==> src/rtl/bus_fabric_if.sv <==
// CPU-side native memory bus plus per-slave select/ready/rdata.
// "slave" modport is the fabric's view; "master" is the environment (CPU + slaves).
interface bus_fabric_if #(
  parameter int NSLAVES = 6
);
  logic                    mem_valid;
  logic [31:0]             mem_addr;
  logic [3:0]              mem_wstrb;
  logic                    mem_ready;
  logic [31:0]             mem_rdata;
  logic [NSLAVES-1:0]      slv_sel;
  logic [NSLAVES-1:0]      slv_ready;
  logic [32*NSLAVES-1:0]   slv_rdata;
  logic                    err_irq;

  modport master (
    output mem_valid, mem_addr, mem_wstrb, slv_ready, slv_rdata,
    input  mem_ready, mem_rdata, slv_sel, err_irq
  );

  modport slave (
    input  mem_valid, mem_addr, mem_wstrb, slv_ready, slv_rdata,
    output mem_ready, mem_rdata, slv_sel, err_irq
  );
endinterface

==> src/rtl/bus_fabric.sv <==
// Single-master decode/mux with status target and per-access watchdog.
// Slave hits complete with zero added latency; unmapped/status/abort answer one cycle after the trigger.
module bus_fabric #(
  parameter int                    NSLAVES   = 6,
  parameter logic [32*NSLAVES-1:0] SLV_BASE  = '0,
  parameter logic [32*NSLAVES-1:0] SLV_MASK  = '0,
  parameter int                    TIMEOUT   = 255,
  parameter logic [31:0]           ERR_RDATA = 32'hdeadbeef,
  parameter logic [31:0]           STAT_ADDR = 32'h8000_0020
) (
  input  logic          clk,
  input  logic          reset_n,
  bus_fabric_if.slave   bus
);

  localparam int WW = (TIMEOUT > 0) ? $clog2(TIMEOUT + 1) : 1;
  localparam logic [WW-1:0] WLAST = WW'((TIMEOUT > 0) ? TIMEOUT - 1 : 0);
  localparam logic [31:0] ERR_ADDR_REG = STAT_ADDR + 32'd4;

  logic               int_ready;
  logic [31:0]        int_rdata;
  logic               abort;
  logic [WW-1:0]      wcnt;
  logic [31:0]        err_count;
  logic [31:0]        err_addr;
  logic               err_irq_q;

  logic               cnt_hit;
  logic               stat_hit;
  logic [NSLAVES-1:0] winner;
  logic               any_win;
  logic [NSLAVES-1:0] sel;
  logic               slv_done;
  logic               stat_ev;
  logic               unmapped_ev;
  logic               wd_ev;
  logic               rec_err;

  assign cnt_hit  = (bus.mem_addr == STAT_ADDR);
  assign stat_hit = cnt_hit | (bus.mem_addr == ERR_ADDR_REG);

  // Lowest-index window wins; the status target masks every window.
  always_comb begin
    winner  = '0;
    any_win = 1'b0;
    for (int i = 0; i < NSLAVES; i++) begin
      if (!any_win && ((bus.mem_addr & SLV_MASK[32*i +: 32]) == SLV_BASE[32*i +: 32])) begin
        winner[i] = 1'b1;
        any_win   = 1'b1;
      end
    end
    if (stat_hit) begin
      winner  = '0;
      any_win = 1'b0;
    end
  end

  assign sel      = (bus.mem_valid && reset_n && !abort) ? winner : '0;
  assign slv_done = |(bus.slv_ready & sel);

  assign bus.slv_sel   = sel;
  assign bus.mem_ready = bus.mem_valid & (slv_done | int_ready);
  assign bus.err_irq   = err_irq_q;

  always_comb begin
    bus.mem_rdata = ERR_RDATA;
    if (int_ready) begin
      bus.mem_rdata = int_rdata;
    end else begin
      for (int i = 0; i < NSLAVES; i++) begin
        if (sel[i]) bus.mem_rdata = bus.slv_rdata[32*i +: 32];
      end
    end
  end

  assign stat_ev     = bus.mem_valid & ~int_ready & stat_hit;
  assign unmapped_ev = bus.mem_valid & ~int_ready & ~stat_hit & ~any_win;
  assign wd_ev       = (TIMEOUT != 0) & bus.mem_valid & ~int_ready & any_win & ~abort
                       & ~slv_done & (wcnt == WLAST);
  assign rec_err     = unmapped_ev | wd_ev;

  always_ff @(posedge clk or negedge reset_n) begin
    if (!reset_n) begin
      int_ready <= 1'b0;
      int_rdata <= ERR_RDATA;
      abort     <= 1'b0;
      wcnt      <= '0;
      err_count <= '0;
      err_addr  <= '0;
      err_irq_q <= 1'b0;
    end else begin
      int_ready <= stat_ev | rec_err;
      err_irq_q <= rec_err;

      if (rec_err) begin
        err_count <= (err_count == 32'hFFFF_FFFF) ? err_count : err_count + 32'd1;
        err_addr  <= bus.mem_addr;
        int_rdata <= ERR_RDATA;
      end else if (stat_ev) begin
        int_rdata <= cnt_hit ? err_count : err_addr;
        if (cnt_hit && (|bus.mem_wstrb)) err_count <= '0;
      end

      if (!bus.mem_valid || bus.mem_ready || wd_ev) begin
        wcnt <= '0;
      end else if (any_win && !abort && (TIMEOUT != 0)) begin
        wcnt <= wcnt + WW'(1);
      end

      // Abort holds the select low until the CPU retires the request.
      if (!bus.mem_valid) begin
        abort <= 1'b0;
      end else if (wd_ev) begin
        abort <= 1'b1;
      end
    end
  end

endmodule

==> src/flat_wrapper.sv <==
// flat-port wrapper written by rule: the top's interface ports become plain ports
module bus_fabric_flat 
#(
  parameter int                    NSLAVES   = 6,
  parameter logic [32*NSLAVES-1:0] SLV_BASE  = '0,
  parameter logic [32*NSLAVES-1:0] SLV_MASK  = '0,
  parameter int                    TIMEOUT   = 255,
  parameter logic [31:0]           ERR_RDATA = 32'hdeadbeef,
  parameter logic [31:0]           STAT_ADDR = 32'h8000_0020
)
  (clk, reset_n, bus_mem_valid, bus_mem_addr, bus_mem_wstrb, bus_slv_ready, bus_slv_rdata, bus_mem_ready, bus_mem_rdata, bus_slv_sel, bus_err_irq);
  bus_fabric_if #(.NSLAVES(NSLAVES)) bus_i ();
  input  logic clk;
  input  logic reset_n;
  input wire logic [$bits(bus_i.mem_valid)-1:0] bus_mem_valid;
  input wire logic [$bits(bus_i.mem_addr)-1:0] bus_mem_addr;
  input wire logic [$bits(bus_i.mem_wstrb)-1:0] bus_mem_wstrb;
  input wire logic [$bits(bus_i.slv_ready)-1:0] bus_slv_ready;
  input wire logic [$bits(bus_i.slv_rdata)-1:0] bus_slv_rdata;
  output wire logic [$bits(bus_i.mem_ready)-1:0] bus_mem_ready;
  output wire logic [$bits(bus_i.mem_rdata)-1:0] bus_mem_rdata;
  output wire logic [$bits(bus_i.slv_sel)-1:0] bus_slv_sel;
  output wire logic [$bits(bus_i.err_irq)-1:0] bus_err_irq;
  assign bus_i.mem_valid = bus_mem_valid;
  assign bus_i.mem_addr = bus_mem_addr;
  assign bus_i.mem_wstrb = bus_mem_wstrb;
  assign bus_i.slv_ready = bus_slv_ready;
  assign bus_i.slv_rdata = bus_slv_rdata;
  assign bus_mem_ready = bus_i.mem_ready;
  assign bus_mem_rdata = bus_i.mem_rdata;
  assign bus_slv_sel = bus_i.slv_sel;
  assign bus_err_irq = bus_i.err_irq;
  bus_fabric #(.NSLAVES(NSLAVES), .SLV_BASE(SLV_BASE), .SLV_MASK(SLV_MASK), .TIMEOUT(TIMEOUT), .ERR_RDATA(ERR_RDATA), .STAT_ADDR(STAT_ADDR)) u_core (.clk(clk), .reset_n(reset_n), .bus(bus_i));
endmodule
==> config.mk <==
export PLATFORM = sky130hd
export DESIGN_NAME = bus_fabric_flat
export DESIGN_NICKNAME = d
export VERILOG_FILES = /design/src/rtl/bus_fabric_if.sv /design/src/rtl/bus_fabric.sv /design/src/flat_wrapper.sv
export SDC_FILE = /design/constraint.sdc
export NUM_CORES = 1
export LEC_CHECK = 0
export CORE_UTILIZATION = 41
export CTS_BUF_LIST = sky130_fd_sc_hd__clkbuf_2 sky130_fd_sc_hd__clkbuf_4 sky130_fd_sc_hd__clkbuf_8
export DETAILED_ROUTE_END_ITERATION = 10
export PLACE_DENSITY_LB_ADDON = 0.25
export SKIP_CTS_REPAIR_TIMING = 1
export SLEW_MARGIN = 20
export SYNTH_ARGS = -nofsm -noshare
export SYNTH_HDL_FRONTEND = slang
export SYNTH_SLANG_ARGS = --single-unit
==> constraint.sdc <==
create_clock -name clk -period 3.9 [get_ports clk]
set_input_delay 0.78 -clock clk [delete_from_list [all_inputs] [get_ports clk]]
set_output_delay 0.78 -clock clk [all_outputs]
set_load 0.1 [all_outputs]
==> impl_results.rst <==
.. list-table::
   :header-rows: 1

   * - Metric
     - Value
   * - Run status
     - finished, final reports clean
   * - Area leader, netlist
     - sky130_fd_sc_hd__dfrtp_1
   * - Placed cell areas
     - 0.007417 mm^2
   * - Number of standard-cell rows in the floorplan
     - 43
   * - All-layer global routing usage
     - 0.2264
   * - Final estimated routing congestion in global placement
     - 0.8173
   * - Clock skew
     - 0.008127 ns
   * - Clock tree root buffer cell
     - sky130_fd_sc_hd__clkbuf_8
   * - Mean routed wirelength per cell
     - 18.88 um
   * - Most instantiated flip-flop cell in the synthesis netlist
     - sky130_fd_sc_hd__dfrtp_1
   * - Distinct cell type count of the synthesized netlist
     - 55
   * - Filler Cell Count
     - 1152
   * - CP endpoint kind
     - primary output
   * - Cell count after placement
     - 810
   * - Hold violation count in the final report
     - 0
   * - Crit path max fanout
     - 21
   * - Input/output buffers
     - 106
   * - Antenna Violating Nets Remaining
     - 0
   * - Fraction of synthesis flops using an asynchronous set or reset pin
     - 1.000
   * - DRT iter0 DRCs
     - 296
   * - Total wirelength of the detailed-routed design
     - 15.59 mm
   * - Seq/Total Area, Yosys
     - 0.4681
   * - Maximum operating frequency
     - 266.8 MHz
   * - Startpoint-to-endpoint class of the critical path
     - primary input to primary output
   * - Final period demand of the worst path
     - 3.749 ns
   * - Final Slew Violations
     - 0
   * - Number of placed I/O pins
     - 277
   * - Initial Utilization
     - 0.4183
   * - Top cell types by occurrence after synthesis
     - sky130_fd_sc_hd__dfrtp_1 (83), sky130_fd_sc_hd__mux2_2 (33), sky130_fd_sc_hd__mux2i_1 (33), sky130_fd_sc_hd__inv_1 (32)
   * - Clock tree from TritonCTS
     - built
   * - Leading post-synthesis cells by cell area
     - sky130_fd_sc_hd__dfrtp_1 (36%), sky130_fd_sc_hd__dfstp_2 (11%), sky130_fd_sc_hd__mux2_2 (6.4%), sky130_fd_sc_hd__mux2i_1 (5.7%), sky130_fd_sc_hd__a2bb2oi_1 (4.2%)
   * - H-tree lvl count
     - 3
   * - Clock latency on the worst-skew pair
     - 0.39 ns
   * - Diode insertion count for antenna repair
     - 0
   * - Post-synth top area share
     - 0.3591
   * - Number of synthesized flops with an enable pin
     - 0
   * - Reg-to-reg slack, setup
     - 1.22 ns
   * - DIE AREA
     - 0.01459 mm^2
   * - Total via count after detailed routing
     - 4885
   * - Total congestion overflow after global routing
     - 0
   * - Drt via density
     - 5.914
   * - Reported max-cap violation count
     - 0
   * - Path category of the worst min-delay check
     - primary input to asynchronous set/reset pin
   * - Worst EP required
     - 3.12 ns
   * - First-pass GRT wire length
     - 25.59 mm
   * - Number of register bits inferred by synthesis
     - 107
   * - Gate count of the mapped netlist
     - 543
   * - Worst-path clk slew
     - 0.10 ns
   * - Slew of the pin with the lowest slew margin
     - 0.9560 ns
   * - Data arrival at the endpoint of the critical path
     - 2.97 ns
   * - Number of antenna violations at the first check in global routing
     - 0
   * - Pin count of the biggest net entering global routing
     - 62
   * - Num Clock Sinks
     - 107
   * - Most frequent cell after synthesis
     - sky130_fd_sc_hd__dfrtp_1
   * - Net total in the final layout
     - 881
   * - Crit Reg-Reg Startpoint
     - u_core.int_ready
   * - Setup Viol. Count Final
     - 0
   * - Final HPWL from detailed placement
     - 11.13 mm
   * - Warnings from Yosys
     - 0
   * - Setup repair after global routing missed its margin
     - false
   * - Final cell count without fillers
     - 826
   * - Iteration count of the initial detailed-routing pass
     - 5
   * - Pwr per Cell Area
     - 276.0 mW/mm^2
   * - Worst IR Drop VDD
     - 0.1825 mV
   * - Worst slew margin relative to its limit
     - 0.3606
   * - Number of clock buffers inserted by TritonCTS
     - 9
   * - Static Leak
     - 3.278 nW
   * - Width of the chip
     - 120.8 um
   * - Fraction of final layout cells sized beyond drive strength 1
     - 0.2260
   * - Vias in the first global route
     - 4966
   * - Layout overhead on the synthesized area
     - 31.86%
   * - Mapped cell area
     - 0.005784 mm^2
   * - Placeable core area
     - 0.01383 mm^2
   * - Number of DRC violations after detailed routing
     - 0
   * - Avg Synthesized Cell Area
     - 10.65 um^2
   * - CTS Buffer Depth
     - 2
   * - Final cell utilization of the core
     - 0.5516
   * - Final Cell Area
     - 0.007627 mm^2
   * - Height of the die
     - 120.8 um
   * - Final period util
     - 0.9612
   * - End of the worst register-to-register path
     - u_core.err_count[7]
   * - Cell count of the worst reg-to-reg path
     - 7
   * - Crit start category
     - primary input
-- final cells by class --
class / count / area, um^2 / share of cell area
Multi-Input combinational cell: 366 / 2819 / 0.3696
Inverter: 32 / 120.1 / 0.01575
Sequential cell: 107 / 2708 / 0.3550
Clock buffer: 9 / 123.9 / 0.01624
Clock inverter: 7 / 52.55 / 0.006890
Tap cell: 180 / 225.2 / 0.02953
Timing Repair Buffer: 125 / 1579 / 0.2070
-- worst max path at each step --
| stage | startpoint | endpoint | slack (ns) | cells after the start |
|---|---|---|---|---|
| 2_1_floorplan | bus_mem_addr[18] | bus_mem_rdata[10] | -0.62 | 7 |
| 3_3_place_gp | bus_mem_addr[18] | bus_mem_rdata[5] | 0.11 | 8 |
| 3_5_place_dp | bus_mem_addr[18] | bus_mem_rdata[10] | 0.06 | 8 |
| 4_1_cts | bus_mem_addr[18] | bus_mem_rdata[10] | 0.05 | 8 |
| 5_1_grt | bus_mem_addr[18] | bus_mem_rdata[15] | 0.01 | 8 |
| 6_report | bus_mem_addr[13] | bus_mem_rdata[30] | 0.15 | 8 |
-- flip-flops by register name (all words and copies together), names as in the netlist --
name and cells:
u_core.err_addr 32, u_core.err_count 32, u_core.int_rdata 32, u_core.wcnt 8, u_core.abort 1, u_core.bus.err_irq 1, u_core.int_ready 1
-- metal layers --
layer	wire length, um	GRT usage
met3	949	0.04811
met4	246	0.07716
met2	7684	0.3840
met1	6712	0.2856
met5	0	0
-- critical path, stage by stage --
cell                              delay [ns]
sky130_fd_sc_hd__clkdlybuf4s50_1        0.46
sky130_fd_sc_hd__nor4_4                 0.42
sky130_fd_sc_hd__nand4_4                0.17
sky130_fd_sc_hd__o21ai_1                0.20
sky130_fd_sc_hd__or3_1                  0.21
sky130_fd_sc_hd__buf_12                 0.19
sky130_fd_sc_hd__a2bb2oi_1              0.30
sky130_fd_sc_hd__buf_12                 0.22
-- where the power goes --
part	leakage (nW)	switching, mW	internal [mW]
sequential	1.41	0.00192	1.11
clock	0.0900	0.400	0.237
combinational	1.78	0.208	0.146
total	3.28	0.610	1.50
-- cell usage in the layout (no fill, tap or decap), types with 5 or more instances in the layout --
cell | netlist | layout
sky130_fd_sc_hd__a21boi_0 | 7 | 7
sky130_fd_sc_hd__a21oi_1 | 7 | 7
sky130_fd_sc_hd__a22o_1 | 10 | 10
sky130_fd_sc_hd__a22oi_1 | 24 | 24
sky130_fd_sc_hd__a2bb2oi_1 | 28 | 24
sky130_fd_sc_hd__a31oi_1 | 28 | 28
sky130_fd_sc_hd__a41oi_1 | 5 | 5
sky130_fd_sc_hd__and3_1 | 6 | 6
sky130_fd_sc_hd__and4_1 | 5 | 5
sky130_fd_sc_hd__buf_12 | 0 | 37
sky130_fd_sc_hd__buf_4 | 5 | 17
sky130_fd_sc_hd__clkbuf_8 | 0 | 9
sky130_fd_sc_hd__clkdlybuf4s50_1 | 0 | 71
sky130_fd_sc_hd__conb_1 | 1 | 5
sky130_fd_sc_hd__dfrtp_1 | 83 | 83
sky130_fd_sc_hd__dfstp_2 | 24 | 24
sky130_fd_sc_hd__inv_1 | 32 | 32
sky130_fd_sc_hd__mux2_2 | 33 | 33
sky130_fd_sc_hd__mux2i_1 | 33 | 33
sky130_fd_sc_hd__nand2_1 | 28 | 28
sky130_fd_sc_hd__nand3_1 | 15 | 15
sky130_fd_sc_hd__nand4_1 | 9 | 9
sky130_fd_sc_hd__nor2_1 | 19 | 18
sky130_fd_sc_hd__nor3_1 | 19 | 19
sky130_fd_sc_hd__o211ai_1 | 6 | 6
sky130_fd_sc_hd__o21ai_0 | 12 | 11
sky130_fd_sc_hd__o2bb2ai_1 | 8 | 8
sky130_fd_sc_hd__xor2_1 | 7 | 7
-- cell families (layout without fill, tap and decap cells) --
logic type	count (synthesis)	in the layout	synth area share
muxes	66	66	0.1214
buffers and inverters	74	173	0.05451
xor gates and xnor gates	9	9	0.01363
and+or+nand+nor	133	133	0.1393
DFF	107	107	0.4681
adders and majority gates	3	3	0.006490
AOI/OAI and AO/OA	150	150	0.1960
other	1	5	0.0006483
-- per-stage QoR --
| step | power (mW) | setup TNS [ns] | hold WS [ns] | setup WS (ns) |
|---|---|---|---|---|
| after floorplan | 1.303 | -13.61 | 0.4573 | -0.6192 |
| after global placement | 1.484 | 0 | 0.4731 | 0.1132 |
| after detailed placement | 1.488 | 0 | 0.4822 | 0.06456 |
| after CTS | 2.123 | 0 | 0.5051 | 0.04815 |
| after global routing | 2.172 | 0 | 0.5203 | 0.01471 |
| final | 2.105 | 0 | 0.4954 | 0.1512 |
Note: power is estimated with default switching activity, not from simulation.
